**config.mk**
```make
export PLATFORM = sky130hd
export DESIGN_NAME = mem_copy_engine_flat
export DESIGN_NICKNAME = d
export VERILOG_FILES = /design/src/rtl/mem_copy_if.sv /design/src/rtl/mem_copy_engine.sv /design/src/flat_wrapper.sv
export SDC_FILE = /design/constraint.sdc
export NUM_CORES = 1
export LEC_CHECK = 0
export BUFFER_PORTS_ARGS = -buffer_cell sky130_fd_sc_hd__buf_2
export CAP_MARGIN = 20
export CORE_MARGIN = 2
export CORE_UTILIZATION = 55
export CTS_BUF_LIST = sky130_fd_sc_hd__clkbuf_8
export DETAILED_ROUTE_END_ITERATION = 12
export GPL_TIMING_DRIVEN = 0
export PLACE_DENSITY = 0.83
export SKIP_LAST_GASP = 1
export SLEW_MARGIN = 5
export SYNTH_ARGS = -nofsm -noshare
export SYNTH_HDL_FRONTEND = slang
export SYNTH_SLANG_ARGS = --single-unit
```
**constraint.sdc**
```tcl
create_clock -name clk -period 2.95 [get_ports clk]
set_clock_uncertainty 0.1 [all_clocks]
set_input_delay 0.1475 -clock clk [delete_from_list [all_inputs] [get_ports clk]]
set_output_delay 0.1475 -clock clk [all_outputs]
set_load 0.05 [all_outputs]
```
**src/rtl/mem_copy_if.sv**
```systemverilog
// Data-memory port shared between the copy engine (master) and the memory
// (slave). The memory answers reads combinationally in the same cycle and
// commits writes on the rising clock edge.
//   address    : byte address, driven by master
//   data_write : write data, driven by master
//   mem_write  : write enable, driven by master
//   mem_read   : read enable, driven by master
//   data_read  : read data, driven by slave
interface mem_copy_if #(
    parameter int ADDR_W = 16,
    parameter int DATA_W = 16
);
    logic [ADDR_W-1:0] address;
    logic [DATA_W-1:0] data_write;
    logic              mem_write;
    logic              mem_read;
    logic [DATA_W-1:0] data_read;

    modport master (output address, data_write, mem_write, mem_read, input  data_read);
    modport slave  (input  address, data_write, mem_write, mem_read, output data_read);
endinterface

```
**src/rtl/mem_copy_engine.sv**
```systemverilog
// Block copy engine: copies `count` 16-bit words from src_addr to dst_addr in
// the same data memory, one word every two cycles (READ then WRITE), and keeps
// a running mod-2^16 sum of the words read.
//   clk, rst_n           : clock, asynchronous active-low reset
//   start, abort         : launch (IDLE only) / cancel an in-progress copy
//   src_addr, dst_addr   : byte addresses, bit 0 dropped on capture
//   count                : words to copy, 0 allowed
//   busy, done, aborted  : status (busy in READ/WRITE, one-cycle pulses)
//   checksum, words_left : running sum of words read, words not yet written
//   bus                  : data-memory master port
module mem_copy_engine #(
    parameter int ADDR_W = 16,
    parameter int DATA_W = 16
) (
    input  logic              clk,
    input  logic              rst_n,
    input  logic              start,
    input  logic              abort,
    input  logic [ADDR_W-1:0] src_addr,
    input  logic [ADDR_W-1:0] dst_addr,
    input  logic [ADDR_W-1:0] count,
    output logic              busy,
    output logic              done,
    output logic              aborted,
    output logic [DATA_W-1:0] checksum,
    output logic [ADDR_W-1:0] words_left,
    mem_copy_if.master        bus
);
    typedef enum logic [1:0] {IDLE, READ, WRITE, FIN} state_t;

    state_t            state;
    logic [ADDR_W-1:0] src_r, dst_r, left_r;
    logic [DATA_W-1:0] buf_r, sum_r;
    logic              aborted_r;

    always_ff @(posedge clk or negedge rst_n) begin
        if (!rst_n) begin
            state     <= IDLE;
            src_r     <= '0;
            dst_r     <= '0;
            left_r    <= '0;
            buf_r     <= '0;
            sum_r     <= '0;
            aborted_r <= 1'b0;
        end else begin
            aborted_r <= 1'b0;
            case (state)
                IDLE: if (start) begin
                    src_r  <= {src_addr[ADDR_W-1:1], 1'b0};
                    dst_r  <= {dst_addr[ADDR_W-1:1], 1'b0};
                    left_r <= count;
                    sum_r  <= '0;
                    state  <= (count == '0) ? FIN : READ;
                end
                READ: if (abort) begin
                    // Nothing captured; the word in flight is simply dropped.
                    state     <= IDLE;
                    aborted_r <= 1'b1;
                end else begin
                    buf_r <= bus.data_read;
                    sum_r <= sum_r + bus.data_read;
                    src_r <= src_r + ADDR_W'(2);
                    state <= WRITE;
                end
                WRITE: begin
                    // The memory samples mem_write on this same edge, so the
                    // write lands even when abort is asserted; book-keep it.
                    dst_r  <= dst_r + ADDR_W'(2);
                    left_r <= left_r - ADDR_W'(1);
                    if (abort) begin
                        state     <= IDLE;
                        aborted_r <= 1'b1;
                    end else begin
                        state <= (left_r == ADDR_W'(1)) ? FIN : READ;
                    end
                end
                FIN:     state <= IDLE;
                default: state <= IDLE;
            endcase
        end
    end

    // Bus controls decode straight from the state register and registered
    // address/buffer, so async reset forces them low immediately.
    assign busy           = (state == READ) || (state == WRITE);
    assign done           = (state == FIN);
    assign aborted        = aborted_r;
    assign checksum       = sum_r;
    assign words_left     = left_r;
    assign bus.mem_read   = (state == READ);
    assign bus.mem_write  = (state == WRITE);
    assign bus.address    = (state == READ)  ? src_r :
                            (state == WRITE) ? dst_r : '0;
    assign bus.data_write = (state == WRITE) ? buf_r : '0;
endmodule
```
**src/flat_wrapper.sv**
```systemverilog
// flat-port wrapper written by rule: the top's interface ports become plain ports
module mem_copy_engine_flat 
#(
    parameter int ADDR_W = 16,
    parameter int DATA_W = 16
)
  (clk, rst_n, start, abort, src_addr, dst_addr, count, busy, done, aborted, checksum, words_left, bus_address, bus_data_write, bus_mem_write, bus_mem_read, bus_data_read);
  mem_copy_if #(.ADDR_W(ADDR_W), .DATA_W(DATA_W)) bus_i ();
  input  logic clk;
  input  logic rst_n;
  input  logic start;
  input  logic abort;
  input  logic [ADDR_W-1:0] src_addr;
  input  logic [ADDR_W-1:0] dst_addr;
  input  logic [ADDR_W-1:0] count;
  output logic busy;
  output logic done;
  output logic aborted;
  output logic [DATA_W-1:0] checksum;
  output logic [ADDR_W-1:0] words_left;
  output wire logic [$bits(bus_i.address)-1:0] bus_address;
  output wire logic [$bits(bus_i.data_write)-1:0] bus_data_write;
  output wire logic [$bits(bus_i.mem_write)-1:0] bus_mem_write;
  output wire logic [$bits(bus_i.mem_read)-1:0] bus_mem_read;
  input wire logic [$bits(bus_i.data_read)-1:0] bus_data_read;
  assign bus_address = bus_i.address;
  assign bus_data_write = bus_i.data_write;
  assign bus_mem_write = bus_i.mem_write;
  assign bus_mem_read = bus_i.mem_read;
  assign bus_i.data_read = bus_data_read;
  mem_copy_engine #(.ADDR_W(ADDR_W), .DATA_W(DATA_W)) u_core (.clk(clk), .rst_n(rst_n), .start(start), .abort(abort), .src_addr(src_addr), .dst_addr(dst_addr), .count(count), .busy(busy), .done(done), .aborted(aborted), .checksum(checksum), .words_left(words_left), .bus(bus_i));
endmodule
```
=== Yosys cells after proc, flatten, opt, wreduce, memory -nomap -nowiden ===
Cells that the tools add are included.

* Add/sub/neg operators: 4
* Reductions and logical operators: 9
* Muxes and demuxes: 21
* Equal/unequal tests: 6
* Bitwise operators: 1

{| class="wikitable"
|+ Operators by type and width
! cell !! number
|-
| 16-bit two-way mux || 9
|-
| 16-bit case mux with 2 select lines || 4
|-
| 16-bit by 2-bit adder with 16-bit output, second input constant || 2
|-
| 16-bit adder || 1
|-
| 16-bit by 1-bit == test with 1-bit output, second input constant || 1
|-
| 16-bit zero test || 1
|-
| 16-bit by 1-bit subtractor with 16-bit output, second input constant || 1
|-
| 2-bit two-way mux || 5
|-
| 2-bit case mux with 4 select lines || 1
|-
| 2-bit == test, second input constant || 2
|-
| 2-bit inequality test, second input constant || 2
|-
| 2-bit AND reduction || 2
|-
| 2-bit nonzero test || 2
|-
| 3-bit AND reduction || 1
|-
| 2-bit by 1-bit == test with 1-bit output, second input constant || 1
|-
| 2-bit zero test || 1
|-
| 1-bit two-way mux || 2
|-
| 2-bit OR reduction || 1
|-
| 1-bit logical OR || 1
|-
| 1-bit NOT || 1
|}

* Input bits: 68
* Flip-flop bits (word level): 83
* Output and inout port bits: 69

=== Longest topological paths before layout ===
* Word-level depth: 4
* Gate-level depth with buffers: 11
* Gate-level depth less buffers: 10

=== Worst setup path before layout ===
Ideal clock, no wire load.

* Path type: flip-flop to output port
* Start point: reg u_core.state[1]
* End point: out bus_address[1]
* Data required time: 2703 ps
* Slack: 136 ps
* Cell stages (with the launch flop): 7
* Path buffers: 3
* Arrival time: 2567 ps
* Cell sequence: dfrtp_1 > inv_1 > ha_1 > buf_2 > clkbuf_1 > clkbuf_1 > o21ai_0

* Elaborated cells on any way between the ends: 4
* Those cells by class: eq/ne (2); mux (2)

{| class="wikitable"
|+ RTL lines
! element !! RTL line !! source
|-
| from (decl) || mem_copy_engine.sv:31 || <nowiki>state_t state;</nowiki>
|-
| from (signal assigned) || mem_copy_engine.sv:53 || <nowiki>state <= (count == '0) ? FIN : READ;</nowiki>
|-
| from (signal assigned) || mem_copy_engine.sv:74 || <nowiki>state <= (left_r == ADDR_W'(1)) ? FIN : READ;</nowiki>
|-
| 2-bit by 1-bit == test with 1-bit output || n/a ||
|-
| named net bus_mem_read || flat_wrapper.sv:24 || <nowiki>output wire logic [$bits(bus_i.mem_read)-1:0] bus_mem_read;</nowiki>
|-
| 16-bit two-way mux || mem_copy_engine.sv:92 || <nowiki>assign bus.address = (state == READ) ? src_r :</nowiki>
|-
| to (decl) || flat_wrapper.sv:21 || <nowiki>output wire logic [$bits(bus_i.address)-1:0] bus_address;</nowiki>
|}

The timed path passes the listed nets, and every way through them passes these cells.

=== Final worst setup path ===
* Start point: reg u_core.state[1]
* End point: out bus_address[1]

* Word-level cells in the longest chain between the ends: 3
* Elaborated cells on any way between the ends: 4
* Those cells by class: eq/ne (2); mux (2)

{| class="wikitable"
|+ Ends and longest elaborated chain
! element !! RTL line !! source
|-
| 2-bit == test || mem_copy_engine.sv:93 || <nowiki>(state == WRITE) ? dst_r : '0;</nowiki>
|-
| 16-bit two-way mux || mem_copy_engine.sv:93 ||
|-
| 16-bit two-way mux (*) || mem_copy_engine.sv:92 ||
|}

Mark *: on every way between the ends. The rest lies on a longest branch, timed or not.

==> out/qor.yml <==
ff2ff_setup_slack_ns: 0.25
max_stage_delay_ns: 0.44
synth_top_area_share: 0.403
first_pass_iters: 5
die_area_sq_um: 9930
synth_top_area_cell: "dfrtp_1"
critPathMaxFanout: 10
ys_warn_count: 0
syn_inst: 557
hold_class: "input pin to flip-flop"
hold_depth: 3
antenna_found_initial: 1
finalHoldViolCount: 0
fmax_mhz: 352
synth_cell_types: 54
nets: 842
grt_max_degree: 59
ant_nets: 0
fin_area_sq_um: 6570
ys.flop_type: "dfrtp_1"
cp-end-kind: "output port"
wl_mm: 14.6
path_buf_inv: 5
grtUsageTotal: 0.298
start_util: 0.571
finalSetupViolations: 0
path_cells: "inv_1 > ha_1 > buf_2 > clkbuf_1 > clkbuf_1 > nand2_1 > o21ai_0 > buf_2"
clock_path_buffers: 2
critical_path_required_ns: 2.70
synthesis.area_sq_um: 5030
arrival_ns: 2.59
clk_latency_ns: 0.35
worst-r2r-cell-count: 10
grt_pass1_vias: 4981
clock_sinks: 81
leakage_nw: 3.11
r2r_end: "u_core.checksum[14]"
finalPower_mw: 8.04
core_area_sq_um: 8810
avgSynthCellArea_sq_um: 9.03
regToRegStartpoint: "u_core.checksum[0]"
drt_iter0_markers: 279
slowest_stage: "dfrtp_1"
syn_nets: 649
htreeDepth: 3
routedWlPerCell_um: 16.8
placed_area_sq_um: 5860
cts.clk_slew.worst_paths_ns: 0.09
finalSetupTns_ns: 0
synth_edf_count: 0
post-route-period-util: 0.963
cts_tree: "done"
ioPinCount: 137
grt_overflow: 0
drcViolationCount: 0
synthToLayoutAreaGrowth_pct: 30.5
synthTopCellsByArea: "dfrtp_1 40%, ha_1 5.7%, a21oi_1 5.7%, o22ai_1 4.9%, o21ai_0 4.6%"
drive_gt1_frac: 0.244
gp_congestion: 0.904
relSlewSlack: 0.549
yosysSeqAreaShare: 0.403
status: "finished clean"
crit_type: "flip-flop to output port"
vdd_drop_max_v: 0.000882
rsz0062_at_grt: "false"
grt_pass1_wl_mm: 23.9
postCtsSetupBuffers: 0
numCtsBuffers: 9
worst_slew_pin_slew_ns: 0.676
cp_top_family: "buffers and inverters"
vias: 5222
clock-root-buffer: "clkbuf_8"
portBuffers: 133
startpoint_type: "flip-flop"
vias_per_cell: 6.04
die_x_um: 99.6
die_h_um: 99.6
power-per-cell-area_nw_per_um2: 1220
cap_violations: 0
slew_violations: 0
synthTopCellsByCount: "81 x dfrtp_1, 57 x a21oi_1, 57 x nand2_1"
hold_start: "count[7]"
period_minus_slack_ns: 2.84
num_rows: 34
worstHoldEndpoint: "u_core.words_left[7]"
synth-async-reset-ratio: 1.00
yosysMostFrequentCell: "dfrtp_1"
synth-seq-cells: 81
dp_hpwl_mm: 10.3
metrics by stage:
stage	util	std cells	hold WS, ns	worst slack, ns
final	0.746	864	0.00833	0.110
after global routing	0.746	864	0.0219	0.000843
after CTS	0.745	863	0.000626	0.118
after detailed placement	0.666	799	-0.0241	0.327
after global placement	0.662	798	0.303	0.389
after floorplan	-	557	-0.248	0.136
worst min-delay path: stages:
cell and delay (ns):
buf_2 0.11, o22ai_1 0.10, a21oi_1 0.06
final cells by class:
cell class                 count  area (sq um)
multi-input combinational    437          2840
timing repair buffer         182          1180
clock buffer                  10           138
fill                         665          2240
buffer                        30           128
sequential                    81          2030
clock inverter                 6          82.6
inverter                       9          33.8
antenna                        1          2.50
tap                          108           135
kinds of logic (layout without fill, tap and decap cells):
family	Yosys count	in the layout	synth area share
compound gates	185	185	0.226
xor+xnor	12	12	0.0209
fa+ha+maj	24	24	0.0612
buf+inv	39	237	0.0318
flops	81	81	0.403
mux	34	34	0.0719
other cells	1	2	0.000746
simple gates	181	181	0.184
repair_timing:
action                                 4_1_cts  5_1_grt
setup endpoints to repair                    0       10
gates resized for setup                      0        2
endpoints found under the hold margin      128        0
hold buffers                                48        0
where the power goes:
group	switching [mW]	internal, mW
Combinational	3.33	1.53
Sequential	0.608	1.65
Clock	0.421	0.496
Total	4.36	3.68
worst max-delay path by stage:
stage                          startpoint         endpoint  cells past startpoint
after floorplan           u_core.state[1]   bus_address[1]                      6
after global placement    u_core.state[1]  u_core.src_r[2]                      8
after detailed placement  u_core.state[1]  u_core.src_r[1]                      9
after CTS                 u_core.state[0]   bus_address[4]                      8
after global routing      u_core.state[0]   bus_address[5]                      8
final                     u_core.state[1]   bus_address[1]                      8
flip-flops by register name (all words and copies together) (netlist names):
name and cells:
u_core.aborted 1, u_core.buf_r 16, u_core.checksum 16, u_core.dst_r 15
u_core.src_r 15, u_core.state 2, u_core.words_left 16
routing by layer:
metal,global-route usage,part of all wire
met5,0,0
met4,0.105,0.019
met3,0.0379,0.072
met2,0.493,0.48
met1,0.406,0.43
cell usage in the layout, fill, tap and decap left out, types with 3 or more instances in the layout:
cell,count
o31ai_1,3
nand2b_1,6
xnor2_1,5
or3_1,3
nor3_1,3
o21ai_0,46
o211ai_1,4
nand3_1,37
nor4_1,9
a21o_1,7
nor3b_1,3
and3_1,14
and2_1,19
mux2i_1,17
o22ai_1,39
a22o_1,12
clkbuf_8,10
nand4_1,3
xor2_1,7
buf_2,140
nor2b_1,5
mux2_2,17
dfrtp_1,81
a21oi_1,57
nor2_1,15
clkbuf_1,18
ha_1,23
nand2_1,57
inv_1,9
dlygate4sd3_1,48
Power figures use the tool's default switching activity.
